--- config.mk ---
export PLATFORM = sky130hd
export DESIGN_NAME = kernel_logic
export DESIGN_NICKNAME = d
export VERILOG_FILES = /design/src/rtl/kernel_logic_pkg.sv /design/src/rtl/kernel_logic_qsel.sv /design/src/rtl/kernel_logic.sv
export SDC_FILE = /design/constraint.sdc
export NUM_CORES = 1
export LEC_CHECK = 0
export ABC_AREA = 1
export BUFFER_PORTS_ARGS = -buffer_cell sky130_fd_sc_hd__clkbuf_2
export CORE_MARGIN = 8
export CORE_UTILIZATION = 35
export DETAILED_ROUTE_END_ITERATION = 10
export PLACE_DENSITY_LB_ADDON = 0.05
export SLEW_MARGIN = 10
export SYNTH_ARGS = -nofsm -noshare
export SYNTH_HDL_FRONTEND = slang
export SYNTH_SLANG_ARGS = --single-unit
--- constraint.sdc ---
create_clock -name vclk -period 2.5
set_clock_uncertainty 0.05 [all_clocks]
set_input_delay 0.25 -clock vclk [all_inputs]
set_output_delay 0.25 -clock vclk [all_outputs]
set_load 0.01 [all_outputs]
--- src/rtl/kernel_logic_pkg.sv ---
// Shared opCode field positions and the selected-digit record for kernel_logic.
package kernel_logic_pkg;

  localparam int OP_DIV_BIT    = 2;
  localparam int OP_SIGNED_BIT = 0;

  typedef struct packed {
    logic non0;
    logic sign_sel;
  } digit_t;

endpackage

--- src/rtl/kernel_logic_qsel.sv ---
// SRT quotient-digit selection from the carry-save MSB estimate of the partial remainder.
module kernel_logic_qsel
  import kernel_logic_pkg::*;
#(
  parameter int csaBits = 4
) (
  input  logic signed [csaBits-1:0] sumMSBs,
  input  logic signed [csaBits-1:0] carryMSBs,
  input  logic                      ds,
  output digit_t                    digit
);

  // Estimate wraps modulo 2^csaBits, so the most negative code lands in the y<=-2 band.
  logic signed [csaBits-1:0] y;
  assign y = sumMSBs + carryMSBs;

  always_comb begin
    digit = '0;
    if (!y[csaBits-1]) begin
      digit.non0     = 1'b1;
      digit.sign_sel = ~ds;
    end else if (&y) begin
      digit.non0     = 1'b0;
      digit.sign_sel = 1'b0;
    end else begin
      digit.non0     = 1'b1;
      digit.sign_sel = ds;
    end
  end

endmodule

--- src/rtl/kernel_logic.sv ---
// Divider/multiplier addend selector; KERNEL_LOGIC_OUT_REG_EN registers the outputs,
// otherwise the block is purely combinational and clk/rst_n are unused.
module kernel_logic
  import kernel_logic_pkg::*;
#(
  parameter int parallelism = 32,
  parameter int csaBits     = 4
) (
  input  logic                      clk,
  input  logic                      rst_n,
  input  logic [parallelism:0]      data,
  input  logic [parallelism:0]      notData,
  input  logic                      saveReminder,
  input  logic [2:0]                opCode,
  input  logic signed [csaBits-1:0] sumMSBs,
  input  logic signed [csaBits-1:0] carryMSBs,
  input  logic                      z_MSB,
  input  logic                      d_MSB,
  output logic                      SignSel,
  output logic                      Non0,
  output logic [parallelism:0]      outData
);

  logic              ds;
  digit_t            qsel_digit;
  digit_t            digit_d;
  logic [parallelism:0] out_d;

  // Unsigned operations never see the divisor sign.
  assign ds = d_MSB & opCode[OP_SIGNED_BIT];

  kernel_logic_qsel #(.csaBits(csaBits)) u_qsel (
    .sumMSBs  (sumMSBs),
    .carryMSBs(carryMSBs),
    .ds       (ds),
    .digit    (qsel_digit)
  );

  always_comb begin
    digit_d = '0;
    if (opCode[OP_DIV_BIT] && !saveReminder) begin
      digit_d = qsel_digit;
    end else begin
      digit_d.non0     = z_MSB;
      digit_d.sign_sel = z_MSB & ds;
    end
    if (!digit_d.non0) digit_d.sign_sel = 1'b0;
  end

  always_comb begin
    out_d = '0;
    if (digit_d.non0) out_d = digit_d.sign_sel ? notData : data;
  end

  logic unused_op;
  assign unused_op = opCode[1];

`ifdef KERNEL_LOGIC_OUT_REG_EN
  always_ff @(posedge clk or negedge rst_n) begin
    if (!rst_n) begin
      SignSel <= 1'b0;
      Non0    <= 1'b0;
      outData <= '0;
    end else begin
      SignSel <= digit_d.sign_sel;
      Non0    <= digit_d.non0;
      outData <= out_d;
    end
  end
`else
  logic unused_clk_rst;
  assign unused_clk_rst = clk ^ rst_n;

  assign SignSel = digit_d.sign_sel;
  assign Non0    = digit_d.non0;
  assign outData = out_d;
`endif

endmodule

======== Word level (Yosys, flattened, before mapping) ========
Index checks and enable logic that the tools add are counted.
storage, ports and cells
  bits in registers ....................... 0
  bits in latches ......................... 0
  RAM bits ................................ 0
  ROM bits ................................ 0
  word-level logic and storage cells ...... 13
  memories kept ........................... 0
cells by class
  add/sub/neg operators ................... 1
  $mul .................................... 0
  divide/modulo/power cells ............... 0
  order comparisons ....................... 0
  eq/ne operators ......................... 0
  shift operators ......................... 0
  multiplexer cells ....................... 6
  bitwise gates (word level) .............. 3
  reduce and logical (&&, ||, !) cells .... 3
operator list
  cell                 count
  2-to-1 mux 33 bit    2
  2-to-1 mux 2 bit     3
  adder 4 bit          1
  AND reduction 4 bit  1
  bitwise AND 1 bit    2
  logical AND 1 bit    1
  logical NOT 1 bit    1
  2-to-1 mux 1 bit     1
  inverter 1 bit       1

======== Longest topological paths before layout ========
Gate-level depths: netlist (run 1).
  word-level depth ........................ 8
  gate-level depth with buffers ........... 13
  mapped depth without buffers ............ 12

======== Hierarchy ========
A second synthesis (run 1) with hierarchy kept.
unflattened totals
  cell total of the unflattened synthesis .. 224
  area, all modules ....................... 1167.4 um2
by module, submodules not included
  module             times used  cells each  area an instance (um2)  sequential area each (um2)
  kernel_logic       1           192         992.2                   0.0
  kernel_logic_qsel  1           32          175.2                   0.0

======== Worst setup path before layout (run 1) ========
OpenSTA, ideal clock, no wires.
  path type ............................... input port to output port
  from .................................... input sumMSBs[0]
  to ...................................... output outData[10]
  arrival time ............................ 1837 ps
  slack ................................... 363 ps
  stages .................................. 11
  buffers on the path ..................... 1
  path through ............................ ha_1 > fa_1 > nand3_1 > nor2_1 > nand3_2 > nand2_4 > nor2_4 > nor2_8 > buf_8 > nor2_2 > nor2_1
between the ends
  cells in the longest elaborated chain, start to end .. 8
RTL lines
  element              line                     text
  start, declared      kernel_logic.sv:15       input logic signed [csaBits-1:0] sumMSBs,
  adder 4 bit *        kernel_logic_qsel.sv:15  assign y = sumMSBs + carryMSBs;
  AND reduction 4 bit  kernel_logic_qsel.sv:22  end else if (&y) begin
  2-to-1 mux 2 bit     kernel_logic_qsel.sv:22
  2-to-1 mux 2 bit *   kernel_logic_qsel.sv:19  if (!y[csaBits-1]) begin
  2-to-1 mux 2 bit *   kernel_logic.sv:41       if (opCode[OP_DIV_BIT] && !saveReminder) begin
  2-to-1 mux 1 bit     kernel_logic.sv:47       if (!digit_d.non0) digit_d.sign_sel = 1'b0;
  2-to-1 mux 33 bit    kernel_logic.sv:52       if (digit_d.non0) out_d = digit_d.sign_sel ? notData : data;
  2-to-1 mux 33 bit *  kernel_logic.sv:52
  end, declared        kernel_logic.sv:21       output logic [parallelism:0] outData
Every way passes the cells marked *; elsewhere a longest branch is shown, timed or not.

======== Worst setup path after layout (run 1) ========
  from .................................... input carryMSBs[0]
  to ...................................... output outData[31]
between the ends
  cells in the longest elaborated chain, start to end .. 8
RTL lines
  element              line                     text
  start, declared      kernel_logic.sv:16       input logic signed [csaBits-1:0] carryMSBs,
  adder 4 bit *        kernel_logic_qsel.sv:15
  AND reduction 4 bit  kernel_logic_qsel.sv:22
  2-to-1 mux 2 bit     kernel_logic_qsel.sv:22
  2-to-1 mux 2 bit *   kernel_logic_qsel.sv:19
  2-to-1 mux 2 bit *   kernel_logic.sv:41
  2-to-1 mux 1 bit     kernel_logic.sv:47
  2-to-1 mux 33 bit    kernel_logic.sv:52
  2-to-1 mux 33 bit *  kernel_logic.sv:52
Marks and branches as above.

==> impl_metrics.tcl, run 1 <==
set metrics [dict create \
    period_share_pct 96.0 \
    fillers 323 \
    syn2layout_area_growth_pct 72.4 \
    grt_pass1_vias 1480 \
    cellPowerDensity_nw_per_um2 231 \
    setup_violations 0 \
    grt_pass1_wl_um 6510 \
    dpl_cell_area_sq_um 1680 \
    clock_buffers 0 \
    wire_per_inst_um 11.3 \
    relSlewSlack_pct 34.5 \
    floorplan.initialDensity_pct 35.9 \
    antennaDiodeCount 0 \
    worstSetupStartpointType "primary input" \
    status "finished, final reports clean" \
    syn_avg_cell_area_sq_um 4.84 \
    rsz0062_at_grt "yes" \
    synth_cells 221 \
    worst-path-max-fanout 5 \
    antenna_found_initial 0 \
    synth_area_sq_um 1070 \
    yosys.area.top_type "nor2_1" \
    antenna_left 0 \
    first_pass_iters 4 \
    totalPowerFinal_uw 426 \
    hold_path_class "primary input to output pin" \
    tightest_slew_ns 0.982 \
    gp_congestion 0.740 \
    cp.arrival_ns 2.10 \
    die_w_um 71.3 \
    drv_cap 0 \
    final_area_sq_um 1840 \
    via_per_inst 4.42 \
    grt.overflow.total 0 \
    synthesis.nets 307 \
    final_common_cell "clkbuf_2" \
    hold_viol_final 0 \
    worst_slack_ns 0.100 \
    endpoint_kind "output pin" \
    finalNetCount 425 \
    drv_slew 0 \
    multi_input_area_sq_um 871 \
    fmax_ghz 0.417 \
    drive_above_1_share_pct 46.6 \
    hold-worst-slack_ns 0.756 \
    coreArea_sq_um 2980 \
    fp-row-count 20 \
    wl_um 4180 \
    final_cell_mix "93 x clkbuf_2, 55 x nor2_1, 44 x nand2_1" \
    place_inst 362 \
    ys_types 22 \
    dp_slack_ns 0.0862 \
    n_sequential_cell 0 \
    cp.required_ns 2.20 \
    dp_hpwl_um 3230 \
    dieArea_sq_um 5080 \
    crit_type "primary input to output pin" \
    ys_warn_count 0 \
    drtIter0Drc 115 \
    hold_depth 4 \
    vias 1635 \
    startpoint "carryMSBs[0]" \
    hp-start "notData[23]" \
    yosysTopAreaCellShare_pct 20.4 \
    finalCriticalPeriod_ns 2.40 \
    port_buffers 114 \
    die_h_um 71.3 \
    vdd.ir_drop.worst_mv 0.100 \
    grt_use_total_pct 14.5 \
    utilization_pct 61.9 \
    io_pins 117 \
    grt_max_degree 34 \
    drc_errors 0 \
    finalSetupTns_ns 0 \
    leakagePower_nw 1.29 \
    synth_area_leaders "nor2_1 20%, nand3_1 18%, nand2_1 15%" \
    area.sequential_sq_um 0 \
    ys_seq_area_share_pct 0 \
    final_cells 370 \
]
==> logic make-up after synthesis <==
group | share of synthesized area [%]
fa+ha+maj | 5.38
buf+inv | 22.5
compound gates | 1.64
simple gates | 70.5
==> metal layers <==
metal / GRT usage (%) / vias to the layer above / part of all wire [%]
li1: - / 898 / -
met1: 16.3 / 676 / 41
met2: 26.7 / 57 / 49
met3: 4.46 / 4 / 9.9
met4: 1.62 / 0 / 0.86
met5: 0 / - / 0
==> power breakdown <==
group	switching, mW	total (mW)	internal [mW]
Combinational	0.221	0.426	0.204
Sequential	0	0	0
Clock	0	0	0
Total	0.221	0.426	0.204
==> synth_stat cells, types with 2 or more instances <==
| cell | number |
|---|---|
| nor2_1 | 58 |
| nand2_1 | 44 |
| inv_1 | 40 |
| nand3_1 | 39 |
| nor2_2 | 11 |
| buf_2 | 3 |
| buf_4 | 3 |
| ha_1 | 3 |
| nand2_2 | 3 |
| nand3_2 | 3 |
| buf_6 | 2 |
| clkbuf_1 | 2 |
==> worst max-delay path, stage by stage <==
cell,delay (ns)
buf_6,0.10
ha_4,0.15
fa_1,0.52
nand3_2,0.07
nor2_2,0.11
nand3_2,0.09
nand2_4,0.10
nor2_4,0.06
nor2_8,0.20
clkbuf_16,0.18
nor2_1,0.04
nor2_1,0.08
clkbuf_2,0.14
==> timing repair <==
action / in CTS / in global routing
buffers inserted: 0 / 3
hold endpoints to repair: 0 / 0
endpoints found under the setup margin: 0 / 33
gates resized for setup: 0 / 29
hold buffers: 0 / 0
==> final timing paths <==
check / end / slack (ns)
max: outData[31] / 0.10
min: outData[23] / 0.76
==> cell type report <==
| cell class | count | area share (%) |
|---|---|---|
| multi-input combinational | 169 | 47.2 |
| timing repair buffer | 127 | 42.2 |
| inverter | 41 | 8.34 |
| tap | 33 | 2.24 |
No activity file was read; power rests on OpenSTA's default activity.
==> run 2, diff against run 1 <==
--- a/config.mk
+++ b/config.mk
@@ -10,7 +10,7 @@
 export CORE_MARGIN = 8
 export CORE_UTILIZATION = 35
 export DETAILED_ROUTE_END_ITERATION = 10
-export PLACE_DENSITY_LB_ADDON = 0.05
+export PLACE_DENSITY = 0.8
 export SLEW_MARGIN = 10
 export SYNTH_ARGS = -nofsm -noshare
 export SYNTH_HDL_FRONTEND = slang
==> impl_metrics.tcl, run 2 (synthesized netlist as in run 1, its figures left out) <==
set metrics [dict create \
    crit_type "primary input to output pin" \
    grt_pass1_wl_um 6130 \
    fmax_ghz 0.425 \
    hold_viol_final 0 \
    endpoint_kind "output pin" \
    finalCriticalPeriod_ns 2.36 \
    final_common_cell "clkbuf_2" \
    fp-row-count 20 \
    grt_use_total_pct 13.6 \
    die_h_um 71.3 \
    drive_above_1_share_pct 44.2 \
    cp.arrival_ns 2.06 \
    vias 1620 \
    dp_hpwl_um 3190 \
    postCtsSetupBuffers 0 \
    final_area_sq_um 1710 \
    via_per_inst 4.46 \
    finalNetCount 418 \
    coreArea_sq_um 2980 \
    slowest_delay_ns 0.50 \
    grt_pass1_vias 1476 \
    rsz0062_at_grt "no" \
    dpl_cell_area_sq_um 1680 \
    antennaDiodeCount 0 \
    cp_cell_sequence "clkbuf_2 -> ha_1 -> fa_1 -> nand3_1 -> nor2_2 -> nand3_2 -> nand2_4 -> nor2_4 -> nor2_8 -> buf_12 -> nor2_1 -> nor2_1 -> clkbuf_2" \
    path_depth 13 \
    cellPowerDensity_nw_per_um2 225 \
    totalPowerFinal_uw 386 \
    io_pins 117 \
    setup_violations 0 \
    final_cells 363 \
    finalSetupTns_ns 0 \
    fillers 307 \
    slowest_stage "fa_1" \
    area.sequential_sq_um 0 \
    critPathTopFamily "adder cells" \
    grt.overflow.total 0 \
    die_w_um 71.3 \
    dieArea_sq_um 5080 \
    drtIter0Drc 26 \
    ctsResizeCount 0 \
    worstSetupStartpointType "primary input" \
    drv_cap 0 \
    crit_end "outData[15]" \
    gp_congestion 0.775 \
    port_buffers 114 \
    postCtsHoldBufs 0 \
    hold_path_class "primary input to output pin" \
    leakagePower_nw 1.24 \
    syn2layout_area_growth_pct 60.2 \
    floorplan.initialDensity_pct 35.9 \
    wire_per_inst_um 10.3 \
    n_sequential_cell 0 \
    utilization_pct 57.6 \
    cp.required_ns 2.20 \
    wl_um 3750 \
    startpoint "sumMSBs[0]" \
    vdd.ir_drop.worst_mv 0.117 \
    grt_max_degree 34 \
    dp_slack_ns 0.122 \
    drc_errors 0 \
    drv_slew 0 \
    crit_buf_inv 3 \
    multi_input_area_sq_um 837 \
    final_cell_mix "114 x clkbuf_2, 57 x nor2_1, 44 x nand2_1" \
    worst_slack_ns 0.145 \
    period_share_pct 94.2 \
    worst-path-max-fanout 22 \
    status "finished, final reports clean" \
    hold-worst-slack_ns 0.774 \
    place_inst 362 \
    relSlewSlack_pct 37.6 \
    clock_buffers 0 \
    antenna_left 0 \
    antenna_found_initial 0 \
    tightest_slew_ns 0.935 \
    first_pass_iters 4 \
]
-- run 2: worst min-delay path by stage --
stage	startpoint	end	cells after the start
floorplan	notData[10]	outData[10]	2
global placement	notData[19]	outData[19]	4
detailed placement	notData[30]	outData[30]	4
CTS	notData[30]	outData[30]	4
global route	notData[10]	outData[10]	4
finish	notData[27]	outData[27]	4
-- run 2: layout make-up --
class / count / area share, %
inverters: 41 / 8.98
well taps: 33 / 2.41
multi-input cells: 168 / 48.8
repair buffers: 121 / 39.8
-- run 2: power by group --
part | switching (mW) | internal, mW | leakage [nW]
sequential | 0 | 0 | 0
combinational | 0.209 | 0.177 | 1.24
clock | 0 | 0 | 0
-- run 2: per-layer routing --
layer	share of wire (%)	track usage [%]
met1	38	14.6
met2	50	25.6
met3	12	5.16
met4	0.43	0.693
met5	0	0
